==> src/rtl/transmitter_control_unit_if.sv <==
// Host and clock-counter signal bundle for transmitter_control_unit.
// o_state_is_PARITY exists only when TRANSMITTER_PARITY_EN is defined.
interface transmitter_control_unit_if #(
  parameter int DATA_BITS = 8
);
  logic                 i_start;
  logic [DATA_BITS-1:0] i_data;
  logic                 i_equal;
  logic                 o_state_is_START;
  logic                 o_state_is_DATA;
  logic                 o_state_is_STOP;
`ifdef TRANSMITTER_PARITY_EN
  logic                 o_state_is_PARITY;
`endif
  logic                 o_tx;
  logic                 o_busy;
  logic                 o_done;

`ifdef TRANSMITTER_PARITY_EN
  modport master (
    output i_start, i_data, i_equal,
    input  o_state_is_START, o_state_is_DATA, o_state_is_STOP, o_state_is_PARITY,
    input  o_tx, o_busy, o_done
  );
  modport slave (
    input  i_start, i_data, i_equal,
    output o_state_is_START, o_state_is_DATA, o_state_is_STOP, o_state_is_PARITY,
    output o_tx, o_busy, o_done
  );
`else
  modport master (
    output i_start, i_data, i_equal,
    input  o_state_is_START, o_state_is_DATA, o_state_is_STOP,
    input  o_tx, o_busy, o_done
  );
  modport slave (
    input  i_start, i_data, i_equal,
    output o_state_is_START, o_state_is_DATA, o_state_is_STOP,
    output o_tx, o_busy, o_done
  );
`endif
endinterface

==> src/rtl/transmitter_control_unit.sv <==
// UART transmit FSM and shift path (IDLE/START/DATA/STOP, one-hot, all outputs registered).
// Optional PARITY state between DATA and STOP is built when TRANSMITTER_PARITY_EN is defined.
module transmitter_control_unit #(
  parameter int DATA_BITS         = 8,
  parameter int BIT_COUNTER_WIDTH = 3
) (
  input logic                       i_clock,
  input logic                       i_resetL,
  transmitter_control_unit_if.slave bus
);

`ifdef TRANSMITTER_PARITY_EN
  typedef enum logic [4:0] {
    IDLE   = 5'b00001,
    START  = 5'b00010,
    DATA   = 5'b00100,
    PARITY = 5'b01000,
    STOP   = 5'b10000
  } state_t;
  localparam int STOP_IDX = 4;

  function automatic logic even_parity(input logic [DATA_BITS-1:0] d);
    return ^d;
  endfunction
`else
  typedef enum logic [3:0] {
    IDLE  = 4'b0001,
    START = 4'b0010,
    DATA  = 4'b0100,
    STOP  = 4'b1000
  } state_t;
  localparam int STOP_IDX = 3;
`endif

  localparam logic [BIT_COUNTER_WIDTH-1:0] LAST_IDX = BIT_COUNTER_WIDTH'(DATA_BITS - 1);

  state_t                       state_r, state_s;
  logic [DATA_BITS-1:0]         shift_r, shift_s;
  logic [BIT_COUNTER_WIDTH-1:0] idx_r, idx_s;
  logic                         tx_r, tx_s;
  logic                         busy_r, busy_s;
  logic                         done_r, done_s;
`ifdef TRANSMITTER_PARITY_EN
  logic                         parity_r, parity_s;
`endif

  // Next-state, datapath update and next-output decode.
  always_comb begin
    state_s  = state_r;
    shift_s  = shift_r;
    idx_s    = idx_r;
    done_s   = 1'b0;
`ifdef TRANSMITTER_PARITY_EN
    parity_s = parity_r;
`endif
    case (state_r)
      IDLE: begin
        if (bus.i_start) begin
          shift_s  = bus.i_data;
          idx_s    = {BIT_COUNTER_WIDTH{1'b0}};
`ifdef TRANSMITTER_PARITY_EN
          parity_s = even_parity(bus.i_data);
`endif
          state_s  = START;
        end else begin
          state_s  = IDLE;
        end
      end
      START: begin
        if (bus.i_equal) begin
          state_s = DATA;
        end else begin
          state_s = START;
        end
      end
      DATA: begin
        // The last data bit is held in place rather than shifted out.
        if (bus.i_equal) begin
          if (idx_r == LAST_IDX) begin
`ifdef TRANSMITTER_PARITY_EN
            state_s = PARITY;
`else
            state_s = STOP;
`endif
          end else begin
            shift_s = {1'b0, shift_r[DATA_BITS-1:1]};
            idx_s   = idx_r + BIT_COUNTER_WIDTH'(1);
          end
        end else begin
          state_s = DATA;
        end
      end
`ifdef TRANSMITTER_PARITY_EN
      PARITY: begin
        if (bus.i_equal) begin
          state_s = STOP;
        end else begin
          state_s = PARITY;
        end
      end
`endif
      STOP: begin
        if (bus.i_equal) begin
          state_s = IDLE;
          done_s  = 1'b1;
        end else begin
          state_s = STOP;
        end
      end
      default: begin
        state_s = IDLE;
      end
    endcase

    // Line level is decoded from the upcoming state so it can be registered.
    case (state_s)
      IDLE:    tx_s = 1'b1;
      START:   tx_s = 1'b0;
      DATA:    tx_s = shift_s[0];
`ifdef TRANSMITTER_PARITY_EN
      PARITY:  tx_s = parity_s;
`endif
      STOP:    tx_s = 1'b1;
      default: tx_s = 1'b1;
    endcase
    busy_s = (state_s != IDLE);
  end

  // State, datapath and output registers.
  always_ff @(posedge i_clock or negedge i_resetL) begin
    if (!i_resetL) begin
      state_r  <= IDLE;
      shift_r  <= {DATA_BITS{1'b0}};
      idx_r    <= {BIT_COUNTER_WIDTH{1'b0}};
      tx_r     <= 1'b1;
      busy_r   <= 1'b0;
      done_r   <= 1'b0;
`ifdef TRANSMITTER_PARITY_EN
      parity_r <= 1'b0;
`endif
    end else begin
      state_r  <= state_s;
      shift_r  <= shift_s;
      idx_r    <= idx_s;
      tx_r     <= tx_s;
      busy_r   <= busy_s;
      done_r   <= done_s;
`ifdef TRANSMITTER_PARITY_EN
      parity_r <= parity_s;
`endif
    end
  end

  assign bus.o_state_is_START  = state_r[1];
  assign bus.o_state_is_DATA   = state_r[2];
  assign bus.o_state_is_STOP   = state_r[STOP_IDX];
`ifdef TRANSMITTER_PARITY_EN
  assign bus.o_state_is_PARITY = state_r[3];
`endif
  assign bus.o_tx              = tx_r;
  assign bus.o_busy            = busy_r;
  assign bus.o_done            = done_r;

endmodule

==> src/flat_wrapper.sv <==
// flat-port wrapper written by rule: the top's interface ports become plain ports
module transmitter_control_unit_flat 
#(
  parameter int DATA_BITS         = 8,
  parameter int BIT_COUNTER_WIDTH = 3
)
  (i_clock, i_resetL, bus_i_start, bus_i_data, bus_i_equal, bus_o_state_is_START, bus_o_state_is_DATA, bus_o_state_is_STOP, bus_o_tx, bus_o_busy, bus_o_done);
  transmitter_control_unit_if #(.DATA_BITS(DATA_BITS)) bus_i ();
  input logic i_clock;
  input logic i_resetL;
  input wire logic [$bits(bus_i.i_start)-1:0] bus_i_start;
  input wire logic [$bits(bus_i.i_data)-1:0] bus_i_data;
  input wire logic [$bits(bus_i.i_equal)-1:0] bus_i_equal;
  output wire logic [$bits(bus_i.o_state_is_START)-1:0] bus_o_state_is_START;
  output wire logic [$bits(bus_i.o_state_is_DATA)-1:0] bus_o_state_is_DATA;
  output wire logic [$bits(bus_i.o_state_is_STOP)-1:0] bus_o_state_is_STOP;
  output wire logic [$bits(bus_i.o_tx)-1:0] bus_o_tx;
  output wire logic [$bits(bus_i.o_busy)-1:0] bus_o_busy;
  output wire logic [$bits(bus_i.o_done)-1:0] bus_o_done;
  assign bus_i.i_start = bus_i_start;
  assign bus_i.i_data = bus_i_data;
  assign bus_i.i_equal = bus_i_equal;
  assign bus_o_state_is_START = bus_i.o_state_is_START;
  assign bus_o_state_is_DATA = bus_i.o_state_is_DATA;
  assign bus_o_state_is_STOP = bus_i.o_state_is_STOP;
  assign bus_o_tx = bus_i.o_tx;
  assign bus_o_busy = bus_i.o_busy;
  assign bus_o_done = bus_i.o_done;
  transmitter_control_unit #(.DATA_BITS(DATA_BITS), .BIT_COUNTER_WIDTH(BIT_COUNTER_WIDTH)) u_core (.i_clock(i_clock), .i_resetL(i_resetL), .bus(bus_i));
endmodule
==> config.mk <==
export PLATFORM = sky130hd
export DESIGN_NAME = transmitter_control_unit_flat
export DESIGN_NICKNAME = d
export VERILOG_FILES = /design/src/rtl/transmitter_control_unit_if.sv /design/src/rtl/transmitter_control_unit.sv /design/src/flat_wrapper.sv
export SDC_FILE = /design/constraint.sdc
export NUM_CORES = 1
export LEC_CHECK = 0
export ABC_AREA = 1
export BUFFER_PORTS_ARGS = -buffer_cell sky130_fd_sc_hd__buf_4
export CAP_MARGIN = 0
export CORE_AREA = 2 2 46 48
export CTS_CLUSTER_SIZE = 14
export DETAILED_ROUTE_END_ITERATION = 10
export DIE_AREA = 0 0 48 50
export GPL_ROUTABILITY_DRIVEN = 0
export PLACE_DENSITY_LB_ADDON = 0.08
export REMOVE_ABC_BUFFERS = 1
export SETUP_SLACK_MARGIN = 0.3
export SYNTH_ARGS = -nofsm -noshare
export SYNTH_HDL_FRONTEND = slang
export SYNTH_SLANG_ARGS = --single-unit
==> constraint.sdc <==
create_clock -name i_clock -period 2.3 [get_ports i_clock]
set_clock_uncertainty 0.2 [all_clocks]
set_input_delay 0.345 -clock i_clock [delete_from_list [all_inputs] [get_ports i_clock]]
set_output_delay 0.345 -clock i_clock [all_outputs]
set_load 0.01 [all_outputs]
# Yosys cells after proc, flatten, opt, wreduce, memory -nomap -nowiden
# Cells that the tools add are included.
[word_totals]
regBits = 18
output_inout_bits = 6
[op_classes]
n_eq_ne = 11
addsub = 1
muxes = 17
n_reduce_logical = 2
[ops]
columns = ["op", "count"]
rows = [
  ["8-bit two-way mux", 3],
  ["4-bit case mux with 4 select lines", 1],
  ["8-bit case mux with 2 select lines", 1],
  ["3-bit two-way mux", 4],
  ["4-bit two-way mux", 3],
  ["4-bit by 2-bit equality test with 1-bit output, second input constant", 2],
  ["4-bit by 3-bit equality test with 1-bit output, second input constant", 2],
  ["2-bit != test, second input constant", 3],
  ["3-bit case mux with 2 select lines", 1],
  ["4-bit by 1-bit equality test with 1-bit output, second input constant", 1],
  ["4-bit equality test, second input constant", 1],
  ["4-bit by 1-bit != test with 1-bit output, second input constant", 1],
  ["4-bit AND reduction", 1],
  ["3-bit by 1-bit adder with 3-bit output, second input constant", 1],
  ["3-bit equality test, second input constant", 1],
  ["1-bit two-way mux", 2],
  ["2-bit two-way mux", 1],
  ["1-bit case mux with 2 select lines", 1],
  ["2-bit nonzero test", 1],
]

# Depth between registers and ports, before layout
# Gate-level depths: netlist (run 1).
[logic_depth]
word_depth = 6
mapped_depth = 9
mapped_depth_nobuf = 9

# Worst setup path before layout (run 1)
# Ideal clock, no wire load.
[synth_timing]
path_kind = "reg2reg"
start = "register u_core.idx_r[0]"
end = "register u_core.shift_r[1]"
t_arrival_ns = 1.386
setup_slack_ns = 0.594
n_path_buf = 1
path_stages_with_launch = 10
setup_time_ns = 0.121
t_required_ns = 1.979
cell_sequence = "dfrtp_1 -> ha_1 -> ha_1 -> nor2_4 -> nand3_2 -> nand2_2 -> nand2_4 -> buf_12 -> nand2_2 -> nand3_2"
[synth_via]
elab_chain_cells = 3
[synth_lines]
columns = ["element", "line_no", "source"]
rows = [
  ["start: declaration", "transmitter_control_unit.sv:39", "logic [BIT_COUNTER_WIDTH-1:0] idx_r, idx_s;"],
  ["start signal: assignment", "transmitter_control_unit.sv:134", "idx_r <= {BIT_COUNTER_WIDTH{1'b0}};"],
  ["start signal: assignment", "transmitter_control_unit.sv:144", "idx_r <= idx_s;"],
  ["3-bit equality test", "transmitter_control_unit.sv:79", "if (idx_r == LAST_IDX) begin"],
  ["2-bit != test (no line)", "-", ""],
  ["4-bit AND reduction (no line)", "-", ""],
  ["end signal: assignment", "transmitter_control_unit.sv:133", "shift_r <= {DATA_BITS{1'b0}};"],
  ["end signal: assignment", "transmitter_control_unit.sv:143", "shift_r <= shift_s;"],
  ["end: declaration", "transmitter_control_unit.sv:38", "logic [DATA_BITS-1:0] shift_r, shift_s;"],
]
# No other way between the ends.
# A chain may end at the register's enable or synchronous reset.

# Worst setup path in the final report (run 1)
[layout_timing]
start = "register u_core.idx_r[0]"
end = "register u_core.idx_r[2]"
[layout_via]
elab_chain_cells = 4
elab_cells_between_ends = 7
[layout_lines]
columns = ["element", "line_no", "source"]
rows = [
  ["3-bit by 1-bit adder with 3-bit output", "transmitter_control_unit.sv:87", "idx_s = idx_r + BIT_COUNTER_WIDTH'(1);"],
  ["3-bit two-way mux", "transmitter_control_unit.sv:79", ""],
  ["3-bit two-way mux", "transmitter_control_unit.sv:78", "if (bus.i_equal) begin"],
  ["3-bit case mux with 2 select lines", "transmitter_control_unit.sv:56", "case (state_r)"],
]
# Parallel ways exist; a longest one is shown, timed or not. The select of a mux whose other input is x is not followed.

==> summary by stage, run 1 <==
Global routing
The via count of the first global-routing pass is 693. The most heavily used metal layer in global routing is met2. The global-route track usage on met3 is 2.56%. Global routing used 16.7% of the available tracks. Summed over all layers, the global routing overflow is 0.

For met2 alone, demand over resource in global routing was 27.6%. The largest net degree at the start of global routing is 19. The initial antenna violation count is 0. The first global-routing pass estimated 2840 um of wire. For this run, global-route usage on met1 was measured as 19.5%.

Synth
The basic-gate share of the synthesized area counting and, or, nand and nor cells is 37.6%. Counting every instance in the synthesized netlist gives 102. By area, the combinational part of the netlist is dominated by simple AND/OR/NAND/NOR gates. Counting distinct cell types in the post-synthesis netlist gives 20. Counting flops with an async set or reset pin after synthesis yields a share of 100%.

After synthesis the cells add up to 936 um2. By instance count, the leading cell after synthesis is nand2_1. After Yosys synthesis, XOR and XNOR cells account for 0% of the synthesized area. The synthesized-area fraction occupied by adder cells is 2.67%. The library cell occupying the most area in the post-synthesis netlist is dfrtp_1. The count of yosys warnings during synthesis is 0. Yosys mapped a number of flops with a built-in enable equal to 0. After synthesis, flip-flops and latches occupy 48.4% of the total area. The average instance area after synthesis is 9.18 um2. Sorting the synthesized cells by how often they occur yields nand2_1, dfrtp_1, nand2_2, nand3_2. In the synthesized netlist, mux cells make up 0% of the area.

The most used flip-flop cell after synthesis is dfrtp_1. The top cell type's share of synthesized area is 42.8%. The compound-cell area share of the yosys netlist is 4.81%.

By area the synthesized netlist is led by dfrtp_1, nand2_1, nand3_2. The number of synthesized register bits is 18.

Min path
In this run the worst hold path is classified as in -> reg. Along the worst hold path, the cell count comes to 3. The terminating pin of the worst hold path is u_core.shift_r[7]. The startpoint identified for the worst hold timing path is bus_i_data[7].

Final layout
The count of cells in the finished layout, fillers not included, comes to 149. The fill cell total of the finished layout is 184. Cells fill 58.4% of the core in the end. The layout overhead on the synthesized area is 18.6%.

Cells with a size suffix above 1 make up 43.4% of the layout. The finished cells cover 0.00111 mm2. The multi-input combinational cells in the finished layout cover a total of 422 um2. The sequential cell area is 453 um2. The post-layout net count is 138. The number of antenna diodes in the final layout is 0.

STA
The final count of pins violating max slew is 0. The peak clock frequency supported by timing is 0.565 GHz. After layout, the worst setup slack is 529 ps. Setup violations remaining at the end of the flow were counted as 0. Setup repair after global routing left no endpoint under its margin. The hold violation total from the final report came to 0. Measured against its own limit, the worst slew margin works out to 82.1%. For the pin with the worst max-slew slack, the measured transition is 269 ps. The final-layout setup total negative slack is 0 ps.

The final clock period utilization by the worst path is 77.0%. The clock period minus final worst setup slack is 1770 ps.

Pwr
IR analysis of the VDD net gives a maximum drop of 0.000561 V. In this run the power spent charging and discharging nets is 0.464 mW. Of the total power, the clock network draws 13.1%. The switching share of power is 40.6%. The share of total power in sequential cells is 43.2%. The power per unit of standard cell area is 1030 mW/mm2. The design internal power is 0.679 mW. For this design the static power due to leakage is 0.592 nW. The relative contribution of combinational cells to total power is 43.7%.

Critical path
The worst setup path is captured at a flop. The worst setup path is launched from a flop. The largest single stage delay on the critical path is 420 ps. At the worst endpoint, the arrival time is 1760 ps. The kind of cell with the highest combined delay on the critical path is simple AND/OR/NAND/NOR gates. Together, buffers and inverters on the worst path number 0. The worst register-to-register path has a setup slack of 530 ps. The slowest stage of the critical path is the dfrtp_1 cell. The source of the worst register-to-register timing path is u_core.idx_r[0]. For the worst flop-to-flop path, the logic depth is 8. In this run the critical register-to-register path is captured at u_core.idx_r[2].

The required time reported for the critical path endpoint is 2290 ps. The cell type with the highest occurrence count on the critical path is ha_1. Walking the worst path, the cells encountered are ha_1 > ha_1 > nor2_4 > nand3_2 > nand2_2 > nand2_4 > nand2_1 > o21ai_2.

The setup path with the least slack is of type reg -> reg. In this run the worst path has a maximum fanout of 13.

Run
Across the run, the number of max-cap violations was 0.

Clock tree
The clock root buffer is clkbuf_4. The count of buffers added by post-CTS timing repair for setup is 0. The worst-skew pair later-pin latency is 290 ps. The number of instances resized during post-cts repair is 0. CTS saw 18 sinks. The TritonCTS clock tree is built.

The maximum buffer depth of the clock tree is 2. The number of buffers inserted during clock tree synthesis is 3. In this run the number of H-tree levels came out at 1. The post-cts hold buffer count is 1. The clock-pin transition on the worst setup and hold timing paths is 90 ps.

Floorplan
The core footprint is 0.00190 mm2. In this run the core area contains 16 standard-cell rows. In this run the horizontal extent of the chip is 48 um. In this run the count of I/O pins placed on the die edge is 18. The die outline area is 0.00240 mm2. The effective utilization at floorplan is 49.2%. In this run the vertical extent of the chip is 50 um.

Placement
Counting tap cells, the placed design contains a total of 145 instances. The placed cell area is 0.00108 mm2. OpenSTA, run right after detailed placement, puts the worst setup slack at 531 ps. The HPWL after detailed placement is 1270 um. The count of buffers added on input and output ports is 17.

Outcome
The flow ran to the end, and the final reports show no timing, DRC or antenna violations.

Drt
After detailed routing, the average wire length per cell comes to 11.1 um. The total detailed-routing wirelength is 1650 um. The number of DRC violations after detailed-routing iteration 0 is 4. In this run the remaining antenna-violating nets after routing total 0.

For this run, design rule violations remaining after detail routing come to 0. The first-pass iteration count of the detailed router is 4. The detail-routed via count per cell is 4.81. Detailed routing inserted a total of 717 vias.
metrics by stage:
step / hold slack [ps] / power (mW)
floorplan: -151 / 0.866
detailed placement: 27.7 / 1.01
finish: 50.3 / 1.14
global placement: 26.1 / 1.00
global route: 54.9 / 1.24
CTS: 39.4 / 1.16
cell usage in the layout (no fill, tap or decap), types with 3 or more instances in the layout:
cell type / Yosys / final
nand2_2: 10 / 10
nor2_2: 3 / 3
clkbuf_4: 0 / 3
nand3_1: 6 / 6
nor2_1: 5 / 5
nand2_1: 27 / 27
dfrtp_1: 16 / 16
nand3_2: 7 / 7
buf_4: 0 / 17
inv_1: 6 / 6
inv_2: 5 / 5
worst reg2reg max path, cell delays in order (launching register included):
cell	delay [ps]
dfrtp_1	420
ha_1	210
ha_1	230
nor2_4	130
nand3_2	100
nand2_2	90
nand2_4	120
nand2_1	110
o21ai_2	50
power groups by stage:
stage	registers, mW	logic (mW)	clock network (mW)
3_3_place_gp	0.500	0.500	0
3_5_place_dp	0.501	0.505	0
2_1_floorplan	0.502	0.364	0
5_1_grt	0.506	0.565	0.171
4_1_cts	0.495	0.510	0.160
6_report	0.493	0.500	0.150
layout make-up:
type	instances	area share, %
tap	27	3.04
inverter	11	3.72
sequential	18	40.8
multi-input combinational	72	38.0
clock buffer	3	2.03
timing repair buffer	18	12.4
cells by family (layout without fill, tap and decap cells):
group,after synthesis,count (layout)
buf+inv,12,32
fa+ha+maj,2,2
flops,18,18
simple gates,63,63
compound gates,7,7
state kept, by name, summed over array words and instances, names as in the netlist:
signal	flops
u_core.bus.o_tx	1
u_core.bus.o_busy	1
u_core.bus.o_done	1
u_core.shift_r	8
u_core.idx_r	3
u_core.state_r	4
worst max-delay path by stage:
| stage | start | end | slack [ps] | depth (start not counted) |
|---|---|---|---|---|
| floorplan | u_core.idx_r[0] | u_core.idx_r[1] | 640 | 8 |
| global placement | u_core.idx_r[0] | u_core.idx_r[1] | 580 | 8 |
| detailed placement | u_core.idx_r[0] | u_core.idx_r[2] | 530 | 8 |
| CTS | u_core.idx_r[0] | u_core.idx_r[2] | 510 | 8 |
| global route | u_core.idx_r[0] | u_core.idx_r[1] | 410 | 8 |
| finish | u_core.idx_r[0] | u_core.idx_r[2] | 530 | 8 |
per-layer routing:
| metal | routed length [um] | share of wire, % |
|---|---|---|
| met1 | 688 | 42 |
| met2 | 831 | 50 |
| met3 | 84 | 5.1 |
| met4 | 46 | 2.8 |
| met5 | 0 | 0 |
(Power assumes the default switching activity.)
==> run 2, diff against run 1 <==
- clock period: 2.3 -> 1.8 ns (I/O delays scaled with it)
==> run 2 against run 1 <==
Sequential power is 30% higher. Critical path type unchanged. Utilization increased by 12 points. Combinational power up 91%. Clock-buffer cell count unchanged. Routed wire length rose by 19%. First-iteration DRC count is 75% higher. Sequential share of layout area decreased by 6.9 points. Flip-flop and latch count is the same. Critical path depth did not move. Maximum frequency grew 9.1%.
==> summary by stage, run 2 (same netlist as run 1, synthesis figures left out) <==
Global routing
The largest net degree at the start of global routing is 19. For this run, the total global-route usage over all layers was measured as 19.7%. The initial antenna violation count was 0. The global-route wire length before repair is 3360 um. The via count of the first global-routing pass came to 840. After global routing the overflow that remains totals 0.

STA
Derived from the worst setup path, the maximum achievable clock frequency is 0.616 GHz. Setup violations remaining at the end of the flow were counted as 0. The hold violation total from the final report came to 0. The worst path needs 1620 ps of the cycle, external delays included.

Setup slack closes at 177 ps. The pin slew with the least headroom to its limit is 236 ps. The final count of pins violating max slew came to 0. After layout, the worst path uses 90.2% of the clock period. The worst slew margin relative to its limit is 84.3%. Setup repair after global routing could not meet its margin everywhere.

The final-layout setup total negative slack is 0 ps.

Critical path
The slowest stage of the critical path is the dfrtp_1 cell. Broken down by cell family, the worst path's largest delay share belongs to simple AND/OR/NAND/NOR gates. The arrival time of data at the critical path endpoint is 1610 ps. In this run the worst path has a maximum fanout of 7. The largest single stage delay on the critical path is 400 ps. Walking the worst path, the cells encountered are ha_2 > ha_4 > nor2_4 > nand3_4 > nand2_4 > nand2_8 > nand2_2 > nand3_2. STA classifies the critical path startpoint as a flop. The kind of critical path is reg -> reg. STA classifies the critical path endpoint as a flop. At the worst endpoint, the required time is 1790 ps. The worst path buffer plus inverter count is 0.

Final layout
The area growth from synthesis to layout is 42.8%. Summing all multi-input logic gate instances after layout gives 502 um2. The register ranked first by flip-flop count is u_core.shift_r.

The largest registers in the layout are u_core.shift_r (8), u_core.state_r (4), u_core.idx_r (3). The sequential cell area is 453 um2. Leaving out fill and tap cells, the most frequent cell in the layout is nand2_1. At the end of the flow, the number of nets in the layout was 154. The fill cell total of the finished layout is 169.

The number of antenna diodes is 0. The library cells used most frequently in the layout, excluding fill and tap cells, are nand2_1, buf_4, dfrtp_1. The number of flip-flops in the largest register is 8. The proportion of layout cells with a drive suffix above 1 is 50.0%.

Once layout is complete, the utilization of the core stands at 70.3%.

Pwr
Summing internal, switching and leakage power gives 1.79 mW. The leakage power total is 0.680 nW. Across the VDD grid, the largest voltage drop is 0.000740 V.

Dividing total power by cell area gives a power density of 1340 mW/mm2.

Clock tree
Clock-pin slew was measured on the worst setup and hold paths at 100 ps. The clock reaches the later pin of the worst-skew pair after 290 ps. The H-tree depth reported by CTS is 1.

The number of buffers inserted during clock tree synthesis is 3. The number of sinks on the clock net is 18. TritonCTS built the clock tree. The clock root buffer is clkbuf_4. Counting along the longest clock path gives a buffer depth of 2.

Floorplan
In this run the core area contains 16 standard-cell rows. The height of the die is 50 um. 18 I/O pins were placed.

The floorplan step defined a die boundary enclosing 0.00240 mm2. The core region is 0.00190 mm2. The die boundary width is 48 um. The effective utilization at floorplan is 49.2%.

Placement
The worst slack at placement is 31.4 ps. The placed wire-length estimate after detailed placement is 1270 um. Buffers placed on the I/O ports in this run total 17.

Min path
The type of the worst min-delay path is in -> reg.

Drt
After detailed routing, the number of remaining DRC violations is 0. The routed layout has 809 vias. The first-pass iteration count of the detailed router is 5. Using the TritonRoute via totals, the vias-per-cell ratio works out to 4.90.

The post-route antenna net violation count is 0. The number of DRC violations after detailed-routing iteration 0 is 7. The average routed wire per standard cell is 11.9 um. The final layout contains routed wiring with a total length of 1960 um.

Run
The number of maximum-capacitance violations is 0.

Outcome
The run finished with clean final reports.
==> run 2: changes by cell type in the layout (fill, tap and decap cells not counted), sizes merged <==
cell         previous run  this run
buf                    17        26
dlygate4sd3             1         7
nand2                  38        39
==> run 2: worst register-to-register path, cell delays in order (launching register included) <==
cell	delay, ps
dfrtp_1	400
ha_2	200
ha_4	170
nor2_4	110
nand3_4	100
nand2_4	120
nand2_8	90
nand2_2	70
nand3_2	50
==> run 2: per-layer routing <==
metal  wire length (um)  up-vias  track usage, %
met4                 46        0            11.7
met3                 92        5            2.93
li1                   -      398               -
met1                759      378            22.1
met5                  0        -               0
met2               1060       28            33.1
==> run 2: what timing repair did <==
| action | CTS | global route |
|---|---|---|
| endpoints found under the hold margin | 24 | 0 |
| gates cloned | 1 | 0 |
| endpoints found under the setup margin | 13 | 14 |
| pin swaps | 7 | 4 |
| resized for setup | 10 | 7 |
| hold buffers | 7 | 0 |
| setup buffers | 7 | 2 |
==> run 2: report_power, final <==
group	internal, mW	switching (mW)	leakage, nW
sequential	0.548	0.0929	0.232
clock	0.0779	0.118	0.0138
combinational	0.426	0.530	0.434
==> run 2: worst paths after layout <==
| check | from | end | slack [ps] | depth (start not counted) |
|---|---|---|---|---|
| max in group asynchronous | i_resetL | u_core.state_r[0] | 970 | 2 |
| worst max-delay path | u_core.idx_r[0] | u_core.shift_r[5] | 180 | 8 |
| worst min register to register | u_core.shift_r[7] | u_core.shift_r[7] | 290 | 2 |
| worst max register to register | u_core.idx_r[0] | u_core.shift_r[5] | 180 | 8 |
| worst min-delay path | bus_i_data[0] | u_core.shift_r[0] | 4 | 3 |
| min in group asynchronous | i_resetL | u_core.state_r[1] | 170 | 2 |
==> run 2: area by class of cell <==
| cell class | instances | share of cell area, % |
|---|---|---|
| clock buffers | 3 | 1.69 |
| well taps | 27 | 2.53 |
| multi-input cells | 73 | 37.5 |
| flip-flops and latches | 18 | 33.9 |
| repair buffers | 33 | 21.1 |
| inverters | 11 | 3.28 |
==> run 2: through the flow <==
stage               hold WS, ps  area (um2)  std cells
floorplan                  -226         916        101
global placement          -48.9        1080        145
detailed placement        -47.3        1080        145
CTS                      0.0930        1290        163
global route               5.66        1340        165
finish                     4.12        1340        165
==> run 3, diff against run 2 <==
- MAX_ROUTING_LAYER: not set -> met4
- REMOVE_ABC_BUFFERS: 1 -> not set
==> run 3 against run 2 <==
Clock-buffer cell count is 1 higher. Cell area is 3.4% higher. Critical path depth did not move. Clock power increased by 28%. Critical path type unchanged. Critical endpoint is now u_core.shift_r[1]. Largest cell class unchanged.
==> summary by stage, run 3 (same netlist as run 1, synthesis figures left out) <==
Final layout
The number of flip-flops in the largest register is 8. The proportion of layout cells with a drive suffix above 1 is 51.4%. In the layout the commonest cells are nand2_1, buf_4, dfrtp_1. Leaving out fill and tap cells, the most frequent cell in the layout is nand2_1. The final layout contains 153 nets. Compared with the post-synthesis result, the final layout area differs by 47.6%. The largest registers in the layout are u_core.shift_r (8), u_core.state_r (4), u_core.idx_r (3). The number of antenna diodes is 0. The utilization of the core after routing is 72.6%.

More flip-flops sit in one register than any other, and that register is u_core.shift_r.

Min path
The count of cells along the worst hold path is 3. The type of the worst min-delay path is in -> reg.

Clock tree
CTS saw 18 sinks. The TritonCTS clock tree is built. CTS built an H-tree with a depth of 1. The cell sitting at the root of the clock tree is a clkbuf_4.

Clock-pin slew was measured on the worst setup and hold paths at 110 ps. The number of buffers inserted during clock tree synthesis is 3. Clock latency on the worst-skew pair, taken at its later pin, is 290 ps. The maximum buffer depth of the clock tree is 2.

Floorplan
The core footprint is 0.00190 mm2. The die outline area is 0.00240 mm2. The number of top-level pins is 18. The floorplan step set the die width to 48 um. The number of placement rows is 16. The die is 50 um tall. For this configuration, the core starts out at a cell density of 49.2%.

Outcome
The flow ran to the end, and the final reports show no timing, DRC or antenna violations.

Drt
The final route contains 781 vias. Using the TritonRoute via totals, the vias-per-cell ratio works out to 4.73. Dividing the detail-routed wire length by the instance count gives 11.5 um. The final routed DRC violation total is 0.

In this run the remaining antenna-violating nets after routing total 0. The number of DRC violations after detailed-routing iteration 0 is 6. The pre-antenna-repair detailed-routing pass consisted of 4 iterations.

The total detailed-routing wirelength is 1900 um.

Global routing
The total routing usage reported by global routing is 19.2%. The initial antenna violation count was 0. The via count of the first global-routing pass is 754. The global-route wire length before repair is 3210 um. Entering global routing, the biggest net connects 19 pins. The total congestion overflow after global routing is 0.

STA
The clock period minus final worst setup slack is 1620 ps. Dividing the final minimum period by the clock period gives 89.8%. Setup total negative slack on the finished layout was measured at 0 ps.

The peak clock frequency supported by timing is 0.619 GHz. The worst slew margin relative to its limit is 84.3%. The final count of pins violating max slew is 0. For the pin with the worst max-slew slack, the measured transition is 235 ps. Setup violations remaining at the end of the flow were counted as 0. The hold violation total from the final report is 0. The final worst setup slack is 184 ps. Setup repair after global routing could not meet its margin everywhere.

Placement
Port buffering added 17 buffers. Detailed placement ended at an HPWL of 1200 um. The worst slack at placement is 113 ps.

Run
The number of maximum-capacitance violations is 0.

Synth
When the netlist entered floorplanning its net count stood at 116.

Critical path
Along the worst path, the maximum fanout reaches 7. At the worst endpoint, the arrival time is 1600 ps. The cell with the biggest individual delay on the critical path is dfrtp_1. On the worst path, the slowest cell contributes a delay of 430 ps. The worst setup path is captured at a flop.

The number of logic stages on the critical path including buffering is 8. The cell count of the worst reg-to-reg path is 8. For the worst setup path, the data required time is 1780 ps. The kind of critical path is reg -> reg. The signal on the critical path passes through ha_4 > ha_4 > nor2_4 > nand3_4 > nand2_8 > nand2_8 > nand2_2 > nand3_2. Among cell families on the critical path, the largest total delay comes from simple AND/OR/NAND/NOR gates. The sort of element at the start of the critical path is a flop. The worst path buffer plus inverter count is 0.

Pwr
The analysis attributes to cell leakage a power of 0.680 nW. IR analysis of the VDD net gives a maximum drop of 0.000959 V. The power per unit of standard cell area is 1370 mW/mm2.
[run 3: cell type report]
cell class | count | area [um2]
Clock buffer | 4 | 36.3
Multi-Input combinational cell | 73 | 538
Timing Repair Buffer | 32 | 277
Fill cell | 137 | 520
Inverter | 11 | 43.8
Tap cell | 27 | 33.8
Sequential cell | 18 | 453
[run 3: repair_timing]
action / 4_1_cts / 5_1_grt
resized for setup: 6 / 14
pin swaps: 3 / 5
gates cloned: 1 / 0
endpoints found under the hold margin: 26 / 0
hold buffers: 8 / 0
setup endpoints to repair: 11 / 15
buffers inserted: 3 / 4
[run 3: final timing paths]
path	from	to	slack, ps
min in group asynchronous	i_resetL	u_core.bus.o_done	170
max in group asynchronous	i_resetL	u_core.bus.o_tx	960
hold reg to reg	u_core.shift_r[7]	u_core.shift_r[7]	300
setup reg to reg	u_core.idx_r[1]	u_core.shift_r[1]	180
setup / recovery	u_core.idx_r[1]	u_core.shift_r[1]	180
hold / removal	bus_i_data[0]	u_core.shift_r[0]	10
[run 3: metrics by stage]
step / hold slack, ps / power (mW) / cell area (um2) / cells
after global routing: 3.16 / 2.05 / 1380 / 165
after floorplan: -226 / 1.18 / 951 / 102
after detailed placement: -44.9 / 1.27 / 1090 / 145
after global placement: -46.1 / 1.27 / 1090 / 145
final: 14.3 / 1.89 / 1380 / 165
after CTS: 3.18 / 1.65 / 1280 / 161
[run 3: worst reg2reg max path, stage by stage (launching register included)]
cell	delay (ps)
dfrtp_1	430
ha_4	180
ha_4	170
nor2_4	100
nand3_4	120
nand2_8	120
nand2_8	80
nand2_2	70
nand3_2	50
[run 3: power breakdown]
part / internal (mW) / leakage, nW / switching, mW / total [mW]
sequential: 0.547 / 0.232 / 0.0897 / 0.637
combinational: 0.443 / 0.427 / 0.559 / 1.00
clock: 0.123 / 0.0210 / 0.127 / 0.250
total: 1.11 / 0.680 / 0.775 / 1.89
[run 3: layer usage]
| layer | track usage (%) | wire length, um | vias to the layer above |
|---|---|---|---|
| met2 | 30.4 | 1020 | 21 |
| met5 | - | 0 | - |
| met1 | 24.1 | 789 | 363 |
| li1 | - | - | 395 |
| met3 | 3.30 | 69 | 2 |
| met4 | 6.76 | 18 | 0 |
